==> config.mk <==
export PLATFORM = sky130hd
export DESIGN_NAME = c3lib_elastic_buf_lcell
export DESIGN_NICKNAME = d
export VERILOG_FILES = /design/src/rtl/c3lib_elastic_buf_lcell.sv
export SDC_FILE = /design/constraint.sdc
export NUM_CORES = 1
export LEC_CHECK = 0
export ABC_AREA = 1
export CAP_MARGIN = 5
export CELL_PAD_IN_SITES_DETAIL_PLACEMENT = 1
export CELL_PAD_IN_SITES_GLOBAL_PLACEMENT = 2
export CORE_ASPECT_RATIO = 1.4
export CORE_MARGIN = 2
export CORE_UTILIZATION = 36
export CTS_CLUSTER_DIAMETER = 200
export CTS_CLUSTER_SIZE = 24
export DETAILED_ROUTE_END_ITERATION = 6
export PLACE_DENSITY = 0.89
export SLEW_MARGIN = 40
export SYNTH_ARGS = -nofsm -noshare
export SYNTH_HDL_FRONTEND = slang
export SYNTH_SLANG_ARGS = --single-unit
export TNS_END_PERCENT = 5
==> constraint.sdc <==
create_clock -name clk -period 3.05 [get_ports clk]
set_input_delay 0.61 -clock clk [delete_from_list [all_inputs] [get_ports clk]]
set_output_delay 0.61 -clock clk [all_outputs]
set_load 0.02 [all_outputs]
==> src/rtl/c3lib_elastic_buf_lcell.sv <==
// c3lib_elastic_buf_lcell
// Registered valid/ready elastic buffer: WIDTH-bit, DEPTH-entry FIFO on a single
// clock. Handshake outputs are decoded from the occupancy register only, so there
// is no combinational path from in_valid to out_valid or from out_ready to
// in_ready. A pushed word becomes visible the cycle after it is written. The
// flush input empties the buffer without touching the storage array.
module c3lib_elastic_buf_lcell #(
    parameter  int WIDTH = 8,
    parameter  int DEPTH = 4,
    localparam int CNT_W = $clog2(DEPTH) + 1
) (
    input  logic             clk,
    input  logic             rst_n,
    input  logic             flush,
    input  logic             in_valid,
    output logic             in_ready,
    input  logic [WIDTH-1:0] in_data,
    output logic             out_valid,
    input  logic             out_ready,
    output logic [WIDTH-1:0] out_data,
    output logic [CNT_W-1:0] count
);

    localparam int               PTR_W    = $clog2(DEPTH);
    localparam logic [CNT_W-1:0] FULL_CNT = CNT_W'(DEPTH);

    logic [WIDTH-1:0] r_mem [DEPTH];
    logic [PTR_W-1:0] r_wr_ptr;
    logic [PTR_W-1:0] r_rd_ptr;
    logic [CNT_W-1:0] r_count;

    logic             w_push;
    logic             w_pop;

    // Handshake flags depend on the occupancy register alone.
    assign in_ready  = (r_count != FULL_CNT);
    assign out_valid = (r_count != '0);

    assign w_push    = in_valid & in_ready;
    assign w_pop     = out_valid & out_ready;

    // Head of queue; holds a stale entry while the buffer is empty.
    assign out_data  = r_mem[r_rd_ptr];
    assign count     = r_count;

    // Pointer and occupancy update; flush overrides any push or pop this cycle.
    always_ff @(posedge clk or negedge rst_n) begin
        if (!rst_n) begin
            r_wr_ptr <= '0;
            r_rd_ptr <= '0;
            r_count  <= '0;
        end else if (flush) begin
            r_wr_ptr <= '0;
            r_rd_ptr <= '0;
            r_count  <= '0;
        end else begin
            if (w_push) begin
                r_wr_ptr <= r_wr_ptr + PTR_W'(1);
            end
            if (w_pop) begin
                r_rd_ptr <= r_rd_ptr + PTR_W'(1);
            end
            case ({w_push, w_pop})
                2'b10:   r_count <= r_count + CNT_W'(1);
                2'b01:   r_count <= r_count - CNT_W'(1);
                default: r_count <= r_count;
            endcase
        end
    end

    // Storage write; the array clears only on reset, flush leaves it untouched.
    always_ff @(posedge clk or negedge rst_n) begin
        if (!rst_n) begin
            for (int i = 0; i < DEPTH; i++) begin
                r_mem[i] <= '0;
            end
        end else if (w_push && !flush) begin
            r_mem[r_wr_ptr] <= in_data;
        end
    end

endmodule

# Word-level counts from Yosys, hierarchy flattened
# Index checks and enable logic that the tools add are counted.
word_totals:
  output_inout_bits: 13
  ff_bits: 39
  input_bits: 13
  elab_cells: 40
classes:
  n_bitwise: 4
  n_addsub: 4
  reduce_logical: 7
  n_eq_ne: 3
  n_lt_le_gt_ge: 3
  mux: 12
op_table:
  columns: ["op", "count"]
  rows:
  - ["$bwmux 32", 1]
  - ["$mux 8", 3]
  - ["$bmux 8 s2", 1]
  - ["$demux 8 s2", 1]
  - ["$mux 2", 4]
  - ["$ge 3x3->1 const B", 2]
  - ["$not 2->3", 2]
  - ["$pmux 3 s2", 1]
  - ["$reduce_bool 3->1", 2]
  - ["$add 2x1->2 const B", 2]
  - ["$reduce_bool 2->1", 2]
  - ["$add 3x1->3 const B", 1]
  - ["$lt 3x1->1 const B", 1]
  - ["$mux 3", 1]
  - ["$ne 3x3->1 const B", 1]
  - ["$sub 3x1->3 const B", 1]
  - ["$and 1x1->1", 2]
  - ["$eq 2x1->1 const B", 1]
  - ["$eq 2x2->1 const B", 1]
  - ["$logic_and 1x1->1", 2]
  - ["$logic_not 1->1", 1]

# Logic depth before layout (Yosys ltp)
# Gate-level depths: netlist of run 1.
logic_depth:
  depth_word: 6
  ltp_mapped: 12
  ltp_nobuf: 12

# Least setup slack after synthesis of run 1
# Ideal clock, no wire load.
synth_timing:
  path_type: "reg2reg"
  from: "reg r_count[0] (netlist: count[0])"
  to: "reg r_count[2] (netlist: count[2])"
  stages_incl_launch_ff: 13
  path_buffers: 0
  period_less_slack_ns: 1.883
  slack_ns: 1.167
  t_required_ns: 2.932
  arrival_ns: 1.765
  setup_ns: 0.118
  cell_sequence: "dfrtp_1 nor2_2 nand2_4 nand2_4 nand2_1 inv_1 fa_1 xnor2_1 inv_1 nand2_1 nand2_1 nand3_1 nand2_1"
synth_via:
  elab_chain_len: 5
  word_cells_on_any_way: 11
  classes_between: "add/sub: 2; eq/ne: 3; mux: 2; bitwise: 2; reduce/logical: 2"
synth_rtl:
  columns: ["element", "line_no", "source"]
  rows:
  - ["start, declared", "30", "logic [CNT_W-1:0] r_count;"]
  - ["start signal, assigned", "64", "2'b10: r_count <= r_count + CNT_W'(1);"]
  - ["start signal, assigned", "65", "2'b01: r_count <= r_count - CNT_W'(1);"]
  - ["start signal, assigned", "66", "default: r_count <= r_count;"]
  - ["$ne 3x3->1 (*)", "36", "assign in_ready = (r_count != FULL_CNT);"]
  - ["net in_ready", "16", "output logic in_ready,"]
  - ["$and 1x1->1 (*)", "39", "assign w_push = in_valid & in_ready;"]
  - ["$eq 2x1->1 or $eq 2x2->1 (tied branches)", "63", "case ({w_push, w_pop})"]
  - ["$pmux 3 s2", "63", null]
  - ["$mux 3", "52", "end else if (flush) begin"]
# The timed path passes the listed nets; every way through them passes the cells marked *.
# A chain may end at the register's enable or synchronous reset.

# Final worst setup path of run 1
layout_timing:
  from: "reg r_rd_ptr[1]"
  to: "out out_data[5]"
layout_via:
  elab_chain_len: 4
layout_rtl:
  columns: ["element", "line_no", "source"]
  rows:
  - ["start, declared", "29", "logic [PTR_W-1:0] r_rd_ptr;"]
  - ["start signal, assigned", "61", "r_rd_ptr <= r_rd_ptr + PTR_W'(1);"]
  - ["$not 2->3 (not written as such)", "43", "assign out_data = r_mem[r_rd_ptr];"]
  - ["$bmux 8 s2", "43", null]
  - ["$mux 8 (not written as such) (2 in a row)", "43", null]
  - ["end, declared", "20", "output logic [WIDTH-1:0] out_data,"]
# Every way passes these cells. The select of a mux whose other input is x is not followed.

==> results.tsv, run 1 <==
metric	value	unit
status	completed	
grt_overflow	0	
dieArea	0.00590	mm^2
crit_slowest_cell	clkdlybuf4s50_1	
cp-end-kind	output port	
grt_pass1_wl	7.69	mm
crit_required	2440	ps
r2r_end	count[2]$_DFFE_PN0P_	
cts_sinks	39	
synth_area_leader_cell	dfrtp_1	
slew_headroom	0.655	
initial_core_util	0.370	
r2r_slack	1040	ps
tightest_slew	517	ps
nets	254	
critPathKind	flip-flop to output port	
ys_seq_area_frac	0.512	
crit_fanout	10	
wl_met1	1.73	mm
cts_resized	0	
peakVddDrop	0.474	mV
drc_errors	0	
ys_warn_count	0	
drive_gt1_frac	0.118	
dp.cells	295	
rows	31	
clk_latency	300	ps
fillerInstances	605	
antenna_found_initial	0	
dp_hpwl	3.06	mm
met3_wirelength	125	um
slew_violations	0	
syn_area_per_cell	9.08	um^2
period_share	0.863	
tritoncts	built	
post_cts_buffers	0	
startpoint	r_rd_ptr[1]$_DFFE_PN0P_	
via_per_inst	4.97	
synth_cells	210	
drv_cap	0	
stdcell_area	0.00229	mm^2
finalPower	2.26	mW
hold_viol_final	0	
fp.coreArea	0.00516	mm^2
crit_chain	inv_1 > o21ai_0 > o22ai_1 > clkdlybuf4s50_1	
grt_max_degree	40	
antenna_cells	0	
ys_seq_elements	39	
setup_tns	0	ps
skew	8.45	ps
setup_viol	0	
critPathLaunchType	flip-flop	
first_pass_iters	4	
synthToLayoutAreaGrowth	20.3	%
synth_area_leaders	dfrtp_1 (51%), nand2_1 (9.6%), o21ai_1 (6.3%)	
cts_buffers	5	
cts_hold_buffers	0	
chipHeight	90.1	um
ys_types	22	
whs	277	ps
grt_usage	0.173	
crit_end	out_data[5]	
gp_congestion	0.730	
crit_arrival	2020	ps
drt_iter0_drc	35	
slowest_delay	630	ps
max_freq	0.380	GHz
routed_wl	4.47	mm
synth_top_area_share	0.512	
wl_met2	2.53	mm
rsz0062_at_grt	false	
ant_nets	0	
ctsHtreeMaxLevel	2	
syn_nets	228	
num_io_pins	26	
vias	1505	
top_layer_used	met4	
cts-root-buf	clkbuf_8	
clk_pin_slew	80	ps
die_w	65.5	um
synth_area	0.00191	mm^2
grt_pass1_vias	1640	
leakagePower	1.12	nW
reg2regPathDepth	11	
placed_area	0.00218	mm^2
cts_buffer_depth	2	
avgRoutedWirePerCell	14.8	um
min_path_type	input port to async pin	
numPortBuffers	25	
reg2reg_from	count[1]$_DFFE_PN0P_	
layout.cells.non_filler	303	
p_per_area	984	mW/mm^2
finalCriticalPeriod	2630	ps
-- worst max-delay path, delay by kind of cell, from the launching register on --
| kind | cells | cell delay (ps) |
|---|---|---|
| AO/OA/AOI/OAI | 2 | 320 |
| buffers and inverters | 2 | 910 |
| flip-flops | 1 | 480 |
-- cell usage after synthesis, drive strengths merged --
cell type,count
nand2,55
o21ai,51
dfrtp,39
nor2,19
inv,17
o22ai,8
buf,6
ha,4
nand3,4
a21oi,3
clkbuf,1
fa,1
nand3b,1
xnor2,1
-- layout make-up --
| class | instances | area, um^2 | share of cell area |
|---|---|---|---|
| multi-input combinational | 147 | 805 | 0.351 |
| inverter | 17 | 63.8 | 0.0278 |
| clock inverter | 3 | 43.8 | 0.0191 |
| timing repair buffer | 26 | 255 | 0.111 |
| clock buffer | 5 | 68.8 | 0.0300 |
| sequential | 39 | 976 | 0.425 |
| tap | 66 | 82.6 | 0.0360 |
-- state kept, by name, summed over array words and instances (netlist names) --
name and flops:
r_mem 32, count 3, r_rd_ptr 2, r_wr_ptr 2
-- worst min-delay path by stage --
stage / endpoint / slack, ps / cells past startpoint
2_1_floorplan: count[0]$_DFFE_PN0P_ / 310 / 0
3_3_place_gp: r_mem[11]$_DFFE_PN0P_ / 470 / 2
3_5_place_dp: r_mem[22]$_DFFE_PN0P_ / 470 / 2
4_1_cts: r_mem[2]$_DFFE_PN0P_ / 290 / 1
5_1_grt: r_mem[20]$_DFFE_PN0P_ / 310 / 1
6_report: r_mem[26]$_DFFE_PN0P_ / 280 / 1
-- stage by stage --
step	util	setup slack (ps)
2_1_floorplan	-	1170
3_3_place_gp	0.423	657
3_5_place_dp	0.423	576
4_1_cts	0.445	391
5_1_grt	0.445	256
6_report	0.445	418
-- placed cells by master, fill, tap and decap left out, types with 4 or more instances in the layout --
master           count
clkbuf_8             5
clkdlybuf4s50_1     24
dfrtp_1             39
ha_1                 4
inv_1               17
nand2_1             49
nand2_4              6
nand3_1              4
nor2_1              16
o21ai_0             19
o21ai_1             24
o21ai_2              8
o22ai_1              8
-- logic make-up (layout without fill, tap and decap cells) --
| kind of cell | Yosys count | after routing | share of synthesized area |
|---|---|---|---|
| adders and majority gates | 5 | 5 | 0.0367 |
| and+or+nand+nor | 79 | 79 | 0.195 |
| AOI/OAI and AO/OA | 62 | 62 | 0.186 |
| DFF | 39 | 39 | 0.512 |
| xor gates and xnor gates | 1 | 1 | 0.00459 |
| buffers and inverters | 24 | 51 | 0.0663 |
-- power breakdown --
| group | switching [mW] | internal [mW] |
|---|---|---|
| clock | 0.195 | 0.244 |
| combinational | 0.550 | 0.425 |
| sequential | 0.125 | 0.719 |
| total | 0.870 | 1.39 |
-- per-layer routing --
metal | vias up | GRT usage
met5 | - | 0
met4 | 0 | 0.0677
met3 | 6 | 0.0401
met2 | 17 | 0.313
met1 | 739 | 0.188
li1 | 743 | -
Note: power is estimated with default switching activity, not from simulation.
==> inputs of run 2 (changes only) <==
--- a/config.mk
+++ b/config.mk
@@ -12,7 +12,7 @@
 export CORE_ASPECT_RATIO = 1.4
 export CORE_MARGIN = 2
 export CORE_UTILIZATION = 36
-export CTS_CLUSTER_DIAMETER = 200
+export CTS_CLUSTER_DIAMETER = 30
 export CTS_CLUSTER_SIZE = 24
 export DETAILED_ROUTE_END_ITERATION = 6
 export PLACE_DENSITY = 0.89
==> results of run 2 <==
Same layout as run 1: the final DEF is identical, and so are final timing and power.
